<file path="config.mk">
export PLATFORM = sky130hd
export DESIGN_NAME = nexys4_io_if_v2_flat
export DESIGN_NICKNAME = d
export VERILOG_FILES = /design/src/rtl/nexys4_io_if_v2_if.sv /design/src/rtl/nexys4_io_if_v2.sv /design/src/flat_wrapper.sv
export SDC_FILE = /design/constraint.sdc
export NUM_CORES = 1
export LEC_CHECK = 0
export BUFFER_PORTS_ARGS = -buffer_cell sky130_fd_sc_hd__buf_2
export CAP_MARGIN = 10
export CORE_MARGIN = 2
export CORE_UTILIZATION = 44
export DETAILED_ROUTE_END_ITERATION = 7
export GPL_TIMING_DRIVEN = 0
export PLACE_DENSITY = 0.85
export SLEW_MARGIN = 20
export SYNTH_ARGS = -nofsm -noshare
export SYNTH_HDL_FRONTEND = slang
export SYNTH_SLANG_ARGS = --single-unit
</file>
<file path="constraint.sdc">
create_clock -name clk -period 2.1 [get_ports clk]
set_input_delay 0.105 -clock clk [delete_from_list [all_inputs] [get_ports clk]]
set_output_delay 0.105 -clock clk [all_outputs]
set_load 0.01 [all_outputs]
</file>
<file path="src/rtl/nexys4_io_if_v2_if.sv">
// PicoBlaze port bus between the KCPSM6 and the Nexys4 I/O register block.
// No flow control: strobes are single-cycle and reads return one clock after PortID.
interface nexys4_io_if_v2_if;
  logic [7:0] PortID;
  logic [7:0] DataIn;
  logic [7:0] DataOut;
  logic       WriteStrobe;
  logic       kWriteStrobe;
  logic       ReadStrobe;
  logic       Interrupt;
  logic       InterruptAck;

  modport master (
    output PortID, DataIn, WriteStrobe, kWriteStrobe, ReadStrobe, InterruptAck,
    input  DataOut, Interrupt
  );

  modport slave (
    input  PortID, DataIn, WriteStrobe, kWriteStrobe, ReadStrobe, InterruptAck,
    output DataOut, Interrupt
  );
endinterface

</file>
<file path="src/rtl/nexys4_io_if_v2.sv">
// PicoBlaze I/O decode for Nexys4 board I/O, Rojobot registers and an interrupt controller.
// Writes land on the strobe edge; DataOut is registered one clock behind PortID; no backpressure.
module nexys4_io_if_v2 #(
  parameter int         N_DIG    = 8,
  parameter int         LED_W    = 16,
  parameter int         SW_W     = 16,
  parameter int         BTN_W    = 5,
  parameter int         N_BOT    = 6,
  parameter int         N_IRQ    = 4,
  parameter logic [7:0] IRQ_EDGE = 8'hFF
) (
  input  logic                 clk,
  input  logic                 rst,
  nexys4_io_if_v2_if.slave     pb,
  output logic [7:0]           MotCtl,
  input  logic [8*N_BOT-1:0]   BotRegs,
  input  logic [N_IRQ-1:0]     IrqSrc,
  output logic [5*N_DIG-1:0]   Dig,
  output logic [N_DIG-1:0]     DP,
  output logic [LED_W-1:0]     LED,
  input  logic [BTN_W-1:0]     Button,
  input  logic [SW_W-1:0]      Switch
);

  logic             wr;
  logic             chg_clr;
  logic [N_IRQ-1:0] irq_pend;
  logic [N_IRQ-1:0] irq_mask;
  logic [N_IRQ-1:0] src_hist;
  logic [N_IRQ-1:0] irq_set;
  logic [N_IRQ-1:0] irq_w1c;
  logic [BTN_W-1:0] btn_chg;
  logic [BTN_W-1:0] btn_hist;
  logic [15:0]      sw_ext;
  logic [63:0]      bot_ext;
  logic [3:0]       bot_idx;
  logic [7:0]       rd_data;

  // Digits 0..3 sit at 0x06 down to 0x03, digits 4..7 at 0x16 down to 0x13.
  function automatic logic [7:0] dig_addr(input int i);
    return (i < 4) ? 8'(6 - i) : 8'(26 - i);
  endfunction

  assign wr      = pb.WriteStrobe | pb.kWriteStrobe;
  assign chg_clr = pb.ReadStrobe && (pb.PortID == 8'h22);
  // Edge-mode sources are qualified by history; level-mode sources set whenever high.
  assign irq_set = IrqSrc & ~(src_hist & IRQ_EDGE[N_IRQ-1:0]);
  assign irq_w1c = (wr && pb.PortID == 8'h20) ? pb.DataIn[N_IRQ-1:0] : '0;
  assign sw_ext  = 16'(Switch);
  assign bot_ext = 64'(BotRegs);
  assign bot_idx = pb.PortID[3:0] - 4'd10;

  always_comb begin
    rd_data = '0;
    case (pb.PortID)
      8'h00, 8'h10: rd_data = 8'(Button);
      8'h01:        rd_data = sw_ext[7:0];
      8'h11:        rd_data = sw_ext[15:8];
      8'h09:        rd_data = MotCtl;
      8'h0A, 8'h0B, 8'h0C, 8'h0D, 8'h0E, 8'h0F:
        if (int'(bot_idx) < N_BOT) rd_data = bot_ext[{bot_idx[2:0], 3'b000} +: 8];
      8'h20:        rd_data = 8'(irq_pend);
      8'h21:        rd_data = 8'(irq_mask);
      8'h22:        rd_data = 8'(btn_chg);
      default:      rd_data = '0;
    endcase
  end

  always_ff @(posedge clk) begin
    src_hist <= IrqSrc;
    btn_hist <= Button;
    if (rst) begin
      MotCtl       <= '0;
      Dig          <= '0;
      DP           <= '0;
      LED          <= '0;
      pb.DataOut   <= '0;
      pb.Interrupt <= 1'b0;
      irq_pend     <= '0;
      irq_mask     <= '0;
      btn_chg      <= '0;
    end else begin
      if (wr) begin
        for (int i = 0; i < LED_W; i++)
          if (pb.PortID == ((i < 8) ? 8'h02 : 8'h12)) LED[i] <= pb.DataIn[i % 8];
        for (int i = 0; i < N_DIG; i++) begin
          if (pb.PortID == dig_addr(i)) Dig[5*i +: 5] <= pb.DataIn[4:0];
          if (pb.PortID == ((i < 4) ? 8'h07 : 8'h17)) DP[i] <= pb.DataIn[i % 4];
        end
        if (pb.PortID == 8'h09) MotCtl <= pb.DataIn;
        if (pb.PortID == 8'h21) irq_mask <= pb.DataIn[N_IRQ-1:0];
      end
      irq_pend   <= (irq_pend & ~irq_w1c) | irq_set;
      btn_chg    <= (btn_chg & ~{BTN_W{chg_clr}}) | (Button & ~btn_hist);
      pb.DataOut <= rd_data;
      // Only an ack drops the request; clearing pending or mask leaves it standing.
      if (pb.InterruptAck)           pb.Interrupt <= 1'b0;
      else if (|(irq_pend & irq_mask)) pb.Interrupt <= 1'b1;
    end
  end

endmodule

</file>
<file path="src/flat_wrapper.sv">
// flat-port wrapper written by rule: the top's interface ports become plain ports
module nexys4_io_if_v2_flat 
#(
  parameter int         N_DIG    = 8,
  parameter int         LED_W    = 16,
  parameter int         SW_W     = 16,
  parameter int         BTN_W    = 5,
  parameter int         N_BOT    = 6,
  parameter int         N_IRQ    = 4,
  parameter logic [7:0] IRQ_EDGE = 8'hFF
)
  (clk, rst, MotCtl, BotRegs, IrqSrc, Dig, DP, LED, Button, Switch, pb_PortID, pb_DataIn, pb_WriteStrobe, pb_kWriteStrobe, pb_ReadStrobe, pb_InterruptAck, pb_DataOut, pb_Interrupt);
  nexys4_io_if_v2_if pb_i ();
  input  logic clk;
  input  logic rst;
  output logic [7:0] MotCtl;
  input  logic [8*N_BOT-1:0] BotRegs;
  input  logic [N_IRQ-1:0] IrqSrc;
  output logic [5*N_DIG-1:0] Dig;
  output logic [N_DIG-1:0] DP;
  output logic [LED_W-1:0] LED;
  input  logic [BTN_W-1:0] Button;
  input  logic [SW_W-1:0] Switch;
  input wire logic [$bits(pb_i.PortID)-1:0] pb_PortID;
  input wire logic [$bits(pb_i.DataIn)-1:0] pb_DataIn;
  input wire logic [$bits(pb_i.WriteStrobe)-1:0] pb_WriteStrobe;
  input wire logic [$bits(pb_i.kWriteStrobe)-1:0] pb_kWriteStrobe;
  input wire logic [$bits(pb_i.ReadStrobe)-1:0] pb_ReadStrobe;
  input wire logic [$bits(pb_i.InterruptAck)-1:0] pb_InterruptAck;
  output wire logic [$bits(pb_i.DataOut)-1:0] pb_DataOut;
  output wire logic [$bits(pb_i.Interrupt)-1:0] pb_Interrupt;
  assign pb_i.PortID = pb_PortID;
  assign pb_i.DataIn = pb_DataIn;
  assign pb_i.WriteStrobe = pb_WriteStrobe;
  assign pb_i.kWriteStrobe = pb_kWriteStrobe;
  assign pb_i.ReadStrobe = pb_ReadStrobe;
  assign pb_i.InterruptAck = pb_InterruptAck;
  assign pb_DataOut = pb_i.DataOut;
  assign pb_Interrupt = pb_i.Interrupt;
  nexys4_io_if_v2 #(.N_DIG(N_DIG), .LED_W(LED_W), .SW_W(SW_W), .BTN_W(BTN_W), .N_BOT(N_BOT), .N_IRQ(N_IRQ), .IRQ_EDGE(IRQ_EDGE)) u_core (.clk(clk), .rst(rst), .pb(pb_i), .MotCtl(MotCtl), .BotRegs(BotRegs), .IrqSrc(IrqSrc), .Dig(Dig), .DP(DP), .LED(LED), .Button(Button), .Switch(Switch));
endmodule
</file>
==> flow_summary.ini <==
[sta]
slew_headroom_pct = 34.1
fin_crit_ns = 1.92
rsz0062_at_grt = false
fmax_mhz = 520
skew_ns = 0.00731
setup_violations = 0
final_hold_viol_count = 0
finalWorstSetupSlack_ns = 0.176
worst_pin_slew_ns = 0.979
fin_hold_ws_ns = 0.0130
final_max_slew_viol_count = 0
post-route-period-util_pct = 91.6
final.setup.tns_ns = 0

[power]
finalPower_mw = 3.62
ir_worst_vdd_uv = 405
p_per_area_nw_per_um2 = 608
p_leak_nw = 2.77

[yosys]
synth.area.top_cells = dfxtp_1, mux2i_1, nor2_1
synth_common_cells = dfxtp_1, mux2i_1, nor2_1
ys_ff_latch = 103
synth_top_area_share_pct = 45.0
netlist_area_sq_um = 4590
synth_edf_count = 0
synthArstFlopShare_pct = 0
synth.most_common_cell = dfxtp_1
syn_inst = 450
ys_seq_area_share_pct = 45.0
yosysWarnings = 0
ys_types = 42
syn_nets = 546
synth-main-ff-cell = dfxtp_1
syn_avg_cell_area_sq_um = 10.2
yosys.area.top_type = dfxtp_1

[worst_setup_path]
r2r_end = u_core.pb.DataOut[0]
worst-endpoint-arrival_ns = 2.20
worstSetupEndpointType = register
timing.rr.start = u_core.irq_pend[0]
crit_type = in2reg
cp_max_fo = 10
worstSetupStartpoint = pb_PortID[1]
rr_worst_depth = 4
path_cells = buf_2, buf_2, buf_2, inv_1, ha_2, a21oi_1, nor4b_4, buf_4, nand2_1, a311oi_1
worst_path_max_delay_cell = ha_2
start_kind = input port
r2r_slack_ns = 0.84
max_stage_delay_ns = 0.44
cp_common_cell = buf_2
required_ns = 2.37

[cts]
insertion_delay_ns = 0.37
clkTransAtPathRegs_ns = 0.10
htree_levels = 3
cts.sinks = 103
cts-root-buf = clkbuf_8
cts_buffer_depth = 2
cts_buffers = 9
cts_tree = done

[routing]
m1WireLength_microns = 5590
drc = 0
routed-wl-met2_microns = 7060
detail_route.iter0.violations = 313
via_count = 4238
wirelength_microns = 14000
viasPerCell = 5.39
ant_nets = 0
dr.pass1.iters = 7
drt-wirelength-per-cell_microns = 17.8
top_layer_used = met4
wl_met3_microns = 1060

[die]
die_area_sq_um = 11300
io-pin-count = 176
die-height_microns = 106
start_util_pct = 44.8
fp-row-count = 37
die_w_microns = 106
core_sq_um = 10200

[job]
maxCapViolCount = 0

[cells_and_area]
multi_input_area_sq_um = 2370
final_area_sq_um = 5950
final_cells = 787
nFillCells = 888
drive_gt1_share_pct = 35.2
n_antenna_cell = 0
final-seq-area_sq_um = 2060
nNetsFinal = 742
area_growth_pct = 29.7
post-route-util_pct = 58.1

[min_path]
whs_path_depth = 3
worstHoldEndpoint = u_core.MotCtl[7]
hold_path_class = in2reg
min_from = pb_DataIn[7]

[place]
gp_congestion = 0.909
place_area_sq_um = 5630
pre_cts_slack_ns = -0.535
port_buffers = 174
place_inst = 760
hpwlAfterDp_microns = 10800

[global_route]
grt_first_pass_wirelength_microns = 22000
antenna_found_initial = 0
overflow = 0
grt_pass1_vias = 4403
grt_max_degree = 20
grtUsageTotal_pct = 25.0

[run_status]
status = complete, no violations
## per-layer routing
layer  up-vias  GRT usage [%]
li1       2005              -
met4         0           8.74
met2       205           45.5
met3        29           5.70
met5         -              0
met1      1999           28.5
## state kept, by name (all words and copies together) (netlist names)
register,flops
u_core.btn_hist,5
u_core.irq_mask,4
u_core.DP,8
u_core.Dig,40
u_core.pb.Interrupt,1
u_core.src_hist,4
u_core.btn_chg,5
u_core.pb.DataOut,8
u_core.MotCtl,8
u_core.irq_pend,4
u_core.LED,16
## critical path: cells and delay by family
family,cells,cell delay (ns)
compound gates,2,0.42
simple gates,2,0.35
buf+inv,5,0.88
fa+ha+maj,1,0.44
## how the worst max path moves through the flow
stage,endpoint,cells after the start
6_report,u_core.pb.DataOut[3],10
4_1_cts,u_core.pb.DataOut[3],9
3_5_place_dp,u_core.pb.DataOut[3],10
3_3_place_gp,u_core.pb.DataOut[1],10
2_1_floorplan,u_core.pb.DataOut[1],9
5_1_grt,u_core.pb.DataOut[3],10
## cell type report
| cell class | count | area share [%] |
|---|---|---|
| Multi-Input combinational cell | 309 | 39.8 |
| Sequential cell | 103 | 34.7 |
| Timing Repair Buffer | 187 | 16.8 |
| Tap cell | 136 | 2.86 |
| Buffer | 30 | 2.25 |
| Clock buffer | 9 | 2.08 |
| Clock inverter | 7 | 1.14 |
| Inverter | 6 | 0.379 |
## kinds of logic (layout without fill, tap and decap cells)
family / Yosys count / in the layout / share of synthesized area (%)
AOI/OAI and AO/OA: 53 / 53 / 8.48
DFF: 103 / 103 / 45.0
adders and majority gates: 1 / 1 / 0.273
and+or+nand+nor: 157 / 157 / 19.1
muxes: 98 / 98 / 23.7
buffers and inverters: 38 / 239 / 3.55
## repair_timing
item,CTS,global route
endpoints found under the setup margin,8,10
resized for setup,0,2
setup buffers,0,1
hold buffers,12,0
hold endpoints to repair,13,0
pin swaps,0,1
## where the power goes
group / internal [mW] / switching [mW]
sequential: 1.98 / 0.0111
combinational: 0.184 / 0.229
clock: 0.458 / 0.758
total: 2.62 / 0.998
## cell usage in the layout, fill, tap and decap left out, types with 5 or more instances in the layout
master and count:
o2bb2ai_1 15, buf_2 182, nor2_1 80, nand2_1 14, mux2i_1 86, dlygate4sd3_1 12, nand3_1 8, dfxtp_1 103
nor2b_1 7, clkbuf_1 19, clkbuf_8 9, nand2b_1 10, inv_1 6, nor4_4 6, o21ai_0 5, a21oi_1 15
nor3_1 6, a311oi_1 5, mux4_2 8
No activity file was read; power rests on OpenSTA's default activity.
